<file path="config.mk">
export PLATFORM = sky130hd
export DESIGN_NAME = ibus_sched
export DESIGN_NICKNAME = d
export VERILOG_FILES = /design/src/rtl/ibus_sched_pkg.sv /design/src/rtl/ibus_sched_pick.sv /design/src/rtl/ibus_sched.sv
export SDC_FILE = /design/constraint.sdc
export NUM_CORES = 1
export LEC_CHECK = 0
export ABC_CLOCK_PERIOD_IN_PS = 6300
export CAP_MARGIN = 10
export CORE_ASPECT_RATIO = 1.75
export CORE_UTILIZATION = 35
export CTS_CLUSTER_DIAMETER = 200
export CTS_CLUSTER_SIZE = 12
export DETAILED_ROUTE_END_ITERATION = 10
export PLACE_DENSITY = 0.79
export SETUP_SLACK_MARGIN = 0.5
export SYNTH_ARGS = -nofsm -noshare
export SYNTH_HDL_FRONTEND = slang
export SYNTH_SLANG_ARGS = --single-unit
</file>
<file path="constraint.sdc">
create_clock -name wb_clk -period 6.3 [get_ports wb_clk]
set_input_delay 0.945 -clock wb_clk [delete_from_list [all_inputs] [get_ports wb_clk]]
set_output_delay 0.945 -clock wb_clk [all_outputs]
set_load 0.01 [all_outputs]
</file>
<file path="src/rtl/ibus_sched_pkg.sv">
// Shared definitions for the ibus read scheduler.
//   state_t          : scheduler FSM encoding (IDLE, GRANT, RELEASE)
//   DEFAULT_MAX_WAIT : default number of port-0 grants a waiting secondary
//                      port tolerates before it is forced to win
package ibus_sched_pkg;

    typedef enum logic [1:0] {
        IDLE    = 2'd0,
        GRANT   = 2'd1,
        RELEASE = 2'd2
    } state_t;

    localparam int DEFAULT_MAX_WAIT = 4;

endpackage

</file>
<file path="src/rtl/ibus_sched_pick.sv">
// Combinational winner selection for the ibus scheduler.
// Ports:
//   req_i     : per-port request vector (bit 0 = CPU ifetch)
//   starved_i : per-port "counter reached limit" flags (bit 0 ignored)
//   rr_i      : round-robin start index among ports 1..N-1
//   win_o     : one-hot winner, all zero when nothing is requested
// Order: starved secondary (lowest index) > port 0 > round-robin secondaries.
module sched_pick #(
    parameter int N  = 3,
    parameter int PW = 2
) (
    input  logic [N-1:0]  req_i,
    input  logic [N-1:0]  starved_i,
    input  logic [PW-1:0] rr_i,
    output logic [N-1:0]  win_o
);

    logic found;
    int   idx;

    always_comb begin
        win_o = '0;
        found = 1'b0;
        idx   = 0;

        for (int i = 1; i < N; i++) begin
            if (!found && req_i[i] && starved_i[i]) begin
                win_o[i] = 1'b1;
                found    = 1'b1;
            end
        end

        if (!found && req_i[0]) begin
            win_o[0] = 1'b1;
            found    = 1'b1;
        end

        // Walk the secondaries starting at rr, wrapping N-1 back to 1.
        for (int k = 0; k < N - 1; k++) begin
            idx = int'(rr_i) + k;
            if (idx >= N) begin
                idx = idx - (N - 1);
            end
            for (int i = 1; i < N; i++) begin
                if (!found && (i == idx) && req_i[i]) begin
                    win_o[i] = 1'b1;
                    found    = 1'b1;
                end
            end
        end
    end

endmodule

</file>
<file path="src/rtl/ibus_sched.sv">
// N-port scheduler in front of the single SPI flash read controller (ibus).
// Port 0 (CPU ifetch) has fixed priority; ports 1..N-1 share round-robin
// with a starvation limit so back-to-back ifetches cannot lock them out.
// Ports:
//   wb_clk, wb_rst : clock, asynchronous active-high reset
//   req_cyc/req_adr: per-port requests, address flattened AW bits per port
//   req_ack/req_rdt: per-port one-cycle ack, broadcast read data
//   x_cyc/x_adr    : request towards the ibus controller
//   x_ack/x_rdt    : controller response
//   grant          : one-hot owner of the current transaction
//   busy           : scheduler not idle
module ibus_sched
    import ibus_sched_pkg::*;
#(
    parameter int N        = 3,
    parameter int MAX_WAIT = DEFAULT_MAX_WAIT,
    parameter int AW       = 32
) (
    input  logic            wb_clk,
    input  logic            wb_rst,
    input  logic [N-1:0]    req_cyc,
    input  logic [AW*N-1:0] req_adr,
    output logic [N-1:0]    req_ack,
    output logic [31:0]     req_rdt,
    output logic            x_cyc,
    output logic [AW-1:0]   x_adr,
    input  logic            x_ack,
    input  logic [31:0]     x_rdt,
    output logic [N-1:0]    grant,
    output logic            busy
);

    localparam int PW = (N > 2) ? $clog2(N) : 1;
    localparam int CW = $clog2(MAX_WAIT + 1);

    state_t          state_q, state_d;
    logic [N-1:0]    grant_q, grant_d;
    logic            cyc_q, cyc_d;
    logic [AW-1:0]   adr_q, adr_d;
    logic [PW-1:0]   rr_q, rr_d;
    logic [CW-1:0]   cnt_q [1:N-1];
    logic [CW-1:0]   cnt_d [1:N-1];

    logic [N-1:0]    starved;
    logic [N-1:0]    pick;
    logic [AW-1:0]   pick_adr;
    logic [PW-1:0]   win_idx;

    assign starved[0] = 1'b0;

    for (genvar gi = 1; gi < N; gi++) begin : g_starved
        assign starved[gi] = (cnt_q[gi] == CW'(MAX_WAIT));
    end

    sched_pick #(
        .N  (N),
        .PW (PW)
    ) u_pick (
        .req_i     (req_cyc),
        .starved_i (starved),
        .rr_i      (rr_q),
        .win_o     (pick)
    );

    // Winner address and index, decoded from the one-hot pick.
    always_comb begin
        pick_adr = '0;
        win_idx  = '0;
        for (int i = 0; i < N; i++) begin
            if (pick[i]) begin
                pick_adr = req_adr[AW*i +: AW];
                win_idx  = PW'(i);
            end
        end
    end

    always_comb begin
        state_d = state_q;
        grant_d = grant_q;
        cyc_d   = cyc_q;
        adr_d   = adr_q;
        rr_d    = rr_q;
        for (int i = 1; i < N; i++) begin
            cnt_d[i] = cnt_q[i];
        end

        case (state_q)
            IDLE: begin
                if (|req_cyc) begin
                    state_d = GRANT;
                    grant_d = pick;
                    cyc_d   = 1'b1;
                    adr_d   = pick_adr;
                    if (pick[0]) begin
                        // Every secondary left waiting by an ifetch ages by one.
                        for (int i = 1; i < N; i++) begin
                            if (req_cyc[i] && (cnt_q[i] != CW'(MAX_WAIT))) begin
                                cnt_d[i] = cnt_q[i] + CW'(1);
                            end
                        end
                    end else begin
                        for (int i = 1; i < N; i++) begin
                            if (pick[i]) begin
                                cnt_d[i] = '0;
                            end
                        end
                        if (win_idx == PW'(N - 1)) begin
                            rr_d = PW'(1);
                        end else begin
                            rr_d = win_idx + PW'(1);
                        end
                    end
                end
            end
            GRANT: begin
                // The SPI read cannot be aborted, so only x_ack ends it.
                if (x_ack) begin
                    state_d = RELEASE;
                    cyc_d   = 1'b0;
                    grant_d = '0;
                end
            end
            RELEASE: begin
                // Gap cycle so a requester still holding req_cyc on the
                // ack edge is not granted again.
                state_d = IDLE;
            end
            default: begin
                state_d = IDLE;
                cyc_d   = 1'b0;
                grant_d = '0;
            end
        endcase
    end

    always_ff @(posedge wb_clk or posedge wb_rst) begin
        if (wb_rst) begin
            state_q <= IDLE;
            grant_q <= '0;
            cyc_q   <= 1'b0;
            adr_q   <= '0;
            rr_q    <= PW'(1);
            for (int i = 1; i < N; i++) begin
                cnt_q[i] <= '0;
            end
        end else begin
            state_q <= state_d;
            grant_q <= grant_d;
            cyc_q   <= cyc_d;
            adr_q   <= adr_d;
            rr_q    <= rr_d;
            for (int i = 1; i < N; i++) begin
                cnt_q[i] <= cnt_d[i];
            end
        end
    end

    // Ack only a requester that is still asking; an abandoned request
    // completes on the x side silently.
    assign req_ack = {N{(state_q == GRANT) && x_ack}} & grant_q & req_cyc;
    assign req_rdt = x_rdt;
    assign x_cyc   = cyc_q;
    assign x_adr   = adr_q;
    assign grant   = grant_q;
    assign busy    = (state_q != IDLE);

endmodule

</file>
==> flow_summary.yaml, run 1 <==
clock_network:
  cts_tree: "yes"
  post_cts_buffers: 0
  cts_hold_buf: 0
  cts.sinks: 46
  cts_buffers: 5
  cts.path.max_buffers: 2
  clk_latency_ns: 0.29
  post_cts_resized: 0
  cts-root-buf: "clkbuf_16"
  cts_htree_levels: 2
  path_clk_slew_ns: 0.07
sta:
  tightest_slew_ns: 0.986
  final.setup.tns_ns: 0
  fin_crit_sh_pct: 53.8
  period_needed_ns: 3.39
  final_max_slew_viol_count: 0
  setup_violations: 0
  rsz0062_at_grt: "false"
  slew_headroom_pct: 34.2
  finalHoldViolations: 0
  clock_skew_ns: 0.00697
  clock.fmax_mhz: 295
synth:
  synth_edf_count: 0
  yosys_warnings: 0
  synth_cells: 381
  synthArstFlopShare_pct: 100
  ys_seq_elements: 46
  post_synth_instance_area_um2: 3080
  avgSynthCellArea_um2: 8.10
  synth.distinct_cells: 44
  synth_flop_cell: "dfrtp_1"
  syn_nets: 524
  synth_seq_area_share_pct: 37.4
route:
  wl_met1_mm: 3.55
  wire_per_inst_um: 16.6
  drt_iter0_drc: 229
  drt_first_pass_iters: 4
  routed_wl_mm: 9.83
  vias: 3184
  drcViolationCount: 0
  met2_length_mm: 5.34
  detail-route-antenna-nets: 0
  vias_per_cell: 5.36
  top_layer_used: "met4"
  met3_wirelength_um: 492
setup_path:
  setup.worst_path.start_class: "input pin"
  r2r_end: "x_adr[24]$_DFFE_PP0P_"
  reg2reg_from: "rr_q[0]$_DFFE_PP1P_"
  crit_path_start: "req_cyc[0]"
  r2r_cells: 8
  crit_arrival_ns: 2.44
  cp_max_fo: 10
  critPathCaptureType: "output pin"
  crit_path_end: "req_ack[0]"
  regToRegSetupSlack_ns: 3.39
  crit_required_ns: 5.35
  path_class: "in2out"
final_layout:
  antenna_cells: 0
  drive_above_1_share_pct: 5.24
  filler_cell_count: 797
  instances_no_fill: 594
  syn_to_final_growth_pct: 45.0
  nNetsFinal: 619
global_route:
  grt_pass1_vias: 3251
  antenna_found_initial: 0
  grt_pass1_wl_mm: 15.5
  grt-ovfl-total: 0
  gr-usage-all-layers_pct: 21.8
  grt_start_max_net_pins: 47
run_status:
  status: "finished clean"
power_and_ir_drop:
  p_leak_nw: 1.86
  p_per_area_nw_per_um2: 410
  peakVddDrop_mv: 0.172
floorplan:
  die_h_um: 126
  rows: 45
  coreArea_um2: 8610
  dieWidth_um: 73.0
  initial_core_util_pct: 35.8
  ios: 206
  die_area_um2: 9210
place:
  placed_cells: 586
  gp_routability_congestion: 0.810
  place_hpwl_mm: 7.11
  portBuffers: 141
min_path:
  hp-class: "reg2reg"
run:
  drv_cap: 0
==> power breakdown <==
group | internal [mW] | switching [mW] | total, mW
Combinational | 0.499 | 0.520 | 1.02
Sequential | 0.448 | 0.0976 | 0.545
Clock | 0.157 | 0.112 | 0.269
Total | 1.10 | 0.729 | 1.83
==> worst min-delay path by stage <==
stage	startpoint	to	cells past startpoint
after floorplan	cnt_q[0]$_DFFE_PP0P_	cnt_q[0]$_DFFE_PP0P_	1
after global placement	x_cyc$_DFFE_PP0P_	x_cyc$_DFFE_PP0P_	2
after detailed placement	x_cyc$_DFFE_PP0P_	x_cyc$_DFFE_PP0P_	2
after CTS	x_cyc$_DFFE_PP0P_	x_cyc$_DFFE_PP0P_	2
after global routing	x_cyc$_DFFE_PP0P_	x_cyc$_DFFE_PP0P_	2
final	x_cyc$_DFFE_PP0P_	x_cyc$_DFFE_PP0P_	2
==> per-layer routing <==
metal | vias to the layer above | track usage, %
met5 | - | 0
met4 | 0 | 12.7
met3 | 45 | 2.72
met2 | 152 | 40.5
met1 | 1490 | 22.6
li1 | 1497 | -
==> worst max-delay path, cell delays in order <==
cell	delay, ns
clkdlybuf4s50_1	0.75
and3_1	0.22
clkdlybuf4s50_1	0.52
==> state kept, by name, indices dropped and copies added (netlist names) <==
register  flops
x_cyc         1
x_adr        32
state_q       2
rr_q          2
cnt_q         6
grant         3
==> layout by cell type (no fill, tap or decap), drive strengths merged, types with 2 or more instances in the layout <==
cell	instances
clkbuf	6
nand4	2
nand2b	2
ha	9
nand3	8
a31oi	32
a211oi	2
dfrtp	45
nor2	38
o21ai	6
buf	7
a21oi	65
clkdlybuf4s50	141
inv	9
and3	38
nand2	40
xor2	2
o31ai	2
mux2i	2
==> layout make-up <==
type	count	area (um2)	area share, %
Tap cell	117	146	3.27
Clock inverter	2	12.5	0.280
Sequential cell	46	1150	25.8
Timing Repair Buffer	148	1460	32.7
Inverter	9	33.8	0.755
Clock buffer	6	139	3.11
Multi-Input combinational cell	266	1520	34.1
==> cell families (layout without fill, tap and decap cells) <==
group                    Yosys count  in the layout  synth area share, %
XOR/XNOR                           2              2                0.568
AO/OA/AOI/OAI                    116            116                 22.2
multiplexers                       2              2                0.649
adder cells (fa/ha/maj)            9              9                 3.65
buffers and inverters             69            165                 13.6
AND/OR/NAND/NOR                  137            137                 22.0
flip-flops                        46             46                 37.4
==> synthesized netlist by cell type, drive strengths merged, types with 2 or more instances <==
cell type / instances / area [um2]
a211oi: 2 / 20.0
a21oi: 65 / 325
a31oi: 32 / 206
and3: 38 / 239
buf: 45 / 329
clkbuf: 15 / 56.3
dfrtp: 45 / 1130
ha: 9 / 113
inv: 9 / 33.8
mux2i: 2 / 20.0
nand2: 40 / 150
nand2b: 2 / 12.5
nand3: 8 / 40.0
nand4: 2 / 12.5
nor2: 38 / 143
o21ai: 6 / 30.0
o31ai: 2 / 20.0
xor2: 2 / 17.5
==> stage by stage <==
stage / utilization, % / hold WS (ns) / setup WS [ns] / area, um2 / power, mW
floorplan: - / 0.468 / 4.01 / 3080 / 1.14
global placement: 50.2 / 0.465 / 2.93 / 4320 / 1.53
detailed placement: 50.2 / 0.467 / 2.86 / 4320 / 1.57
CTS: 51.9 / 0.484 / 2.93 / 4470 / 1.85
global route: 51.9 / 0.515 / 2.85 / 4470 / 1.97
finish: 51.9 / 0.478 / 2.91 / 4470 / 1.83
Power figures use the tool's default switching activity.
==> run 2, diff against run 1 <==
--- a/config.mk
+++ b/config.mk
@@ -5,7 +5,7 @@
 export SDC_FILE = /design/constraint.sdc
 export NUM_CORES = 1
 export LEC_CHECK = 0
-export ABC_CLOCK_PERIOD_IN_PS = 6300
+export ABC_CLOCK_PERIOD_IN_PS = 3300
 export CAP_MARGIN = 10
 export CORE_ASPECT_RATIO = 1.75
 export CORE_UTILIZATION = 35
==> constraint.sdc (replaced) <==
create_clock -name wb_clk -period 3.3 [get_ports wb_clk]
set_input_delay 0.495 -clock wb_clk [delete_from_list [all_inputs] [get_ports wb_clk]]
set_output_delay 0.495 -clock wb_clk [all_outputs]
set_load 0.01 [all_outputs]
==> flow_summary.yaml, run 2 (synthesis results as in run 1) <==
run_status:
  status: "finished clean"
clock_network:
  cts_tree: "yes"
  clk_latency_ns: 0.29
  cts_htree_levels: 2
  path_clk_slew_ns: 0.06
  cts-root-buf: "clkbuf_16"
  cts_hold_buf: 0
  cts.path.max_buffers: 2
  cts_buffers: 5
  post_cts_buffers: 0
  post_cts_resized: 0
  cts.sinks: 46
setup_path:
  path_class: "in2out"
  crit_arrival_ns: 2.03
  setup.worst_path.start_class: "input pin"
  crit_required_ns: 2.80
  cp_max_fo: 10
  r2r_cells: 8
  critPathCaptureType: "output pin"
final_layout:
  drive_above_1_share_pct: 5.60
  filler_cell_count: 816
  final_common_cell: "clkdlybuf4s50_1"
  final_util_pct: 52.2
  fin_area_um2: 4490
  layout_common_cells: "141 x clkdlybuf4s50_1, 65 x a21oi_1, 45 x dfrtp_1"
  antenna_cells: 0
  largest_register_ffs: 32
  multi_input_area_um2: 1520
  nNetsFinal: 624
  syn_to_final_growth_pct: 45.7
  seq_area_um2: 1150
route:
  drt_iter0_drc: 252
  wire_per_inst_um: 16.7
  drcViolationCount: 0
  vias_per_cell: 5.50
  drt_first_pass_iters: 4
  vias: 3296
  routed_wl_mm: 10.0
  detail-route-antenna-nets: 0
global_route:
  use_met1_pct: 23.5
  grt_pass1_wl_mm: 16.0
  antenna_found_initial: 0
  grtUsageMet2_pct: 40.5
  gr-usage-all-layers_pct: 22.5
  grt-busiest-layer: "met2"
  met3_usage_pct: 3.12
  grt-ovfl-total: 0
  grt_start_max_net_pins: 47
  grt_pass1_vias: 3434
floorplan:
  dieWidth_um: 73.0
  ios: 206
  rows: 45
  coreArea_um2: 8610
  die_area_um2: 9210
  die_h_um: 126
  initial_core_util_pct: 35.8
min_path:
  hp-class: "reg2reg"
  hold_depth: 2
power_and_ir_drop:
  p_per_area_nw_per_um2: 780
  p_clk_share_pct: 13.9
  peakVddDrop_mv: 0.334
  seqPwrFrac_pct: 29.8
  p_switching_mw: 1.40
  power.internal_mw: 2.11
  switching_share_pct: 39.8
  p_leak_nw: 1.88
  pwr-share-comb_pct: 56.3
sta:
  clock_skew_ns: 0.00580
  setup_ws_ns: 0.771
  rsz0062_at_grt: "false"
  slew_headroom_pct: 34.4
  final.setup.tns_ns: 0
  finalHoldViolations: 0
  tightest_slew_ns: 0.983
  fin_crit_sh_pct: 76.7
  period_needed_ns: 2.53
  clock.fmax_mhz: 395
  setup_violations: 0
  final_max_slew_viol_count: 0
place:
  place_hpwl_mm: 7.20
  portBuffers: 141
  gp_routability_congestion: 0.789
  post-place-ws_ns: 0.618
  place_area_um2: 4360
run:
  drv_cap: 0
[run 2: changes by cell type in the layout (fill, tap and decap cells not counted)]
cell and delta:
buf_4 +5, clkbuf_1 +3, clkbuf_8 -1, clkinv_2 -1, clkinvlp_4 -1
[run 2: worst max-delay path, stage by stage]
cell             delay (ns)
clkdlybuf4s50_1        0.78
and3_1                 0.23
clkdlybuf4s50_1        0.53
[run 2: metal layers]
| layer | share of wire [%] | wire length (um) | up-vias |
|---|---|---|---|
| met5 | 0 | 0 | - |
| met4 | 5.3 | 535 | 0 |
| met3 | 6.1 | 607 | 52 |
| met2 | 53 | 5360 | 184 |
| met1 | 35 | 3530 | 1550 |
| li1 | - | - | 1510 |
[run 2: worst paths after layout]
check                                          from                     to  slack (ns)
worst max-delay path                     req_cyc[0]             req_ack[0]        0.77
worst min-delay path              x_cyc$_DFFE_PP0P_      x_cyc$_DFFE_PP0P_        0.47
worst max register to register  rr_q[0]$_DFFE_PP1P_  x_adr[16]$_DFFE_PP0P_        0.98
worst min register to register    x_cyc$_DFFE_PP0P_      x_cyc$_DFFE_PP0P_        0.47
max in group asynchronous                    wb_rst   x_adr[2]$_DFFE_PP0P_        1.93
min in group asynchronous                    wb_rst   x_adr[4]$_DFFE_PP0P_        0.77
[run 2: power groups by stage]
stage	clock, mW	combinational, mW	sequential [mW]
4_1_cts	0.499	1.98	1.05
3_3_place_gp	0	1.91	1.04
5_1_grt	0.521	2.17	1.09
2_1_floorplan	0	1.05	1.12
3_5_place_dp	0	1.97	1.06
6_report	0.487	1.97	1.05
[run 2: area by class of cell]
type | count | area share [%]
multi-input cells | 266 | 33.9
repair buffers | 153 | 33.4
flip-flops and latches | 46 | 25.6
well taps | 117 | 3.26
clock buffers | 8 | 3.03
inverters | 9 | 0.752
[run 2: stage by stage]
step                hold WS [ns]  cells  total power, mW
floorplan                  0.468    381             2.17
global placement           0.465    591             2.96
detailed placement         0.463    591             3.03
CTS                        0.478    599             3.53
global route               0.526    599             3.78
finish                     0.471    599             3.51
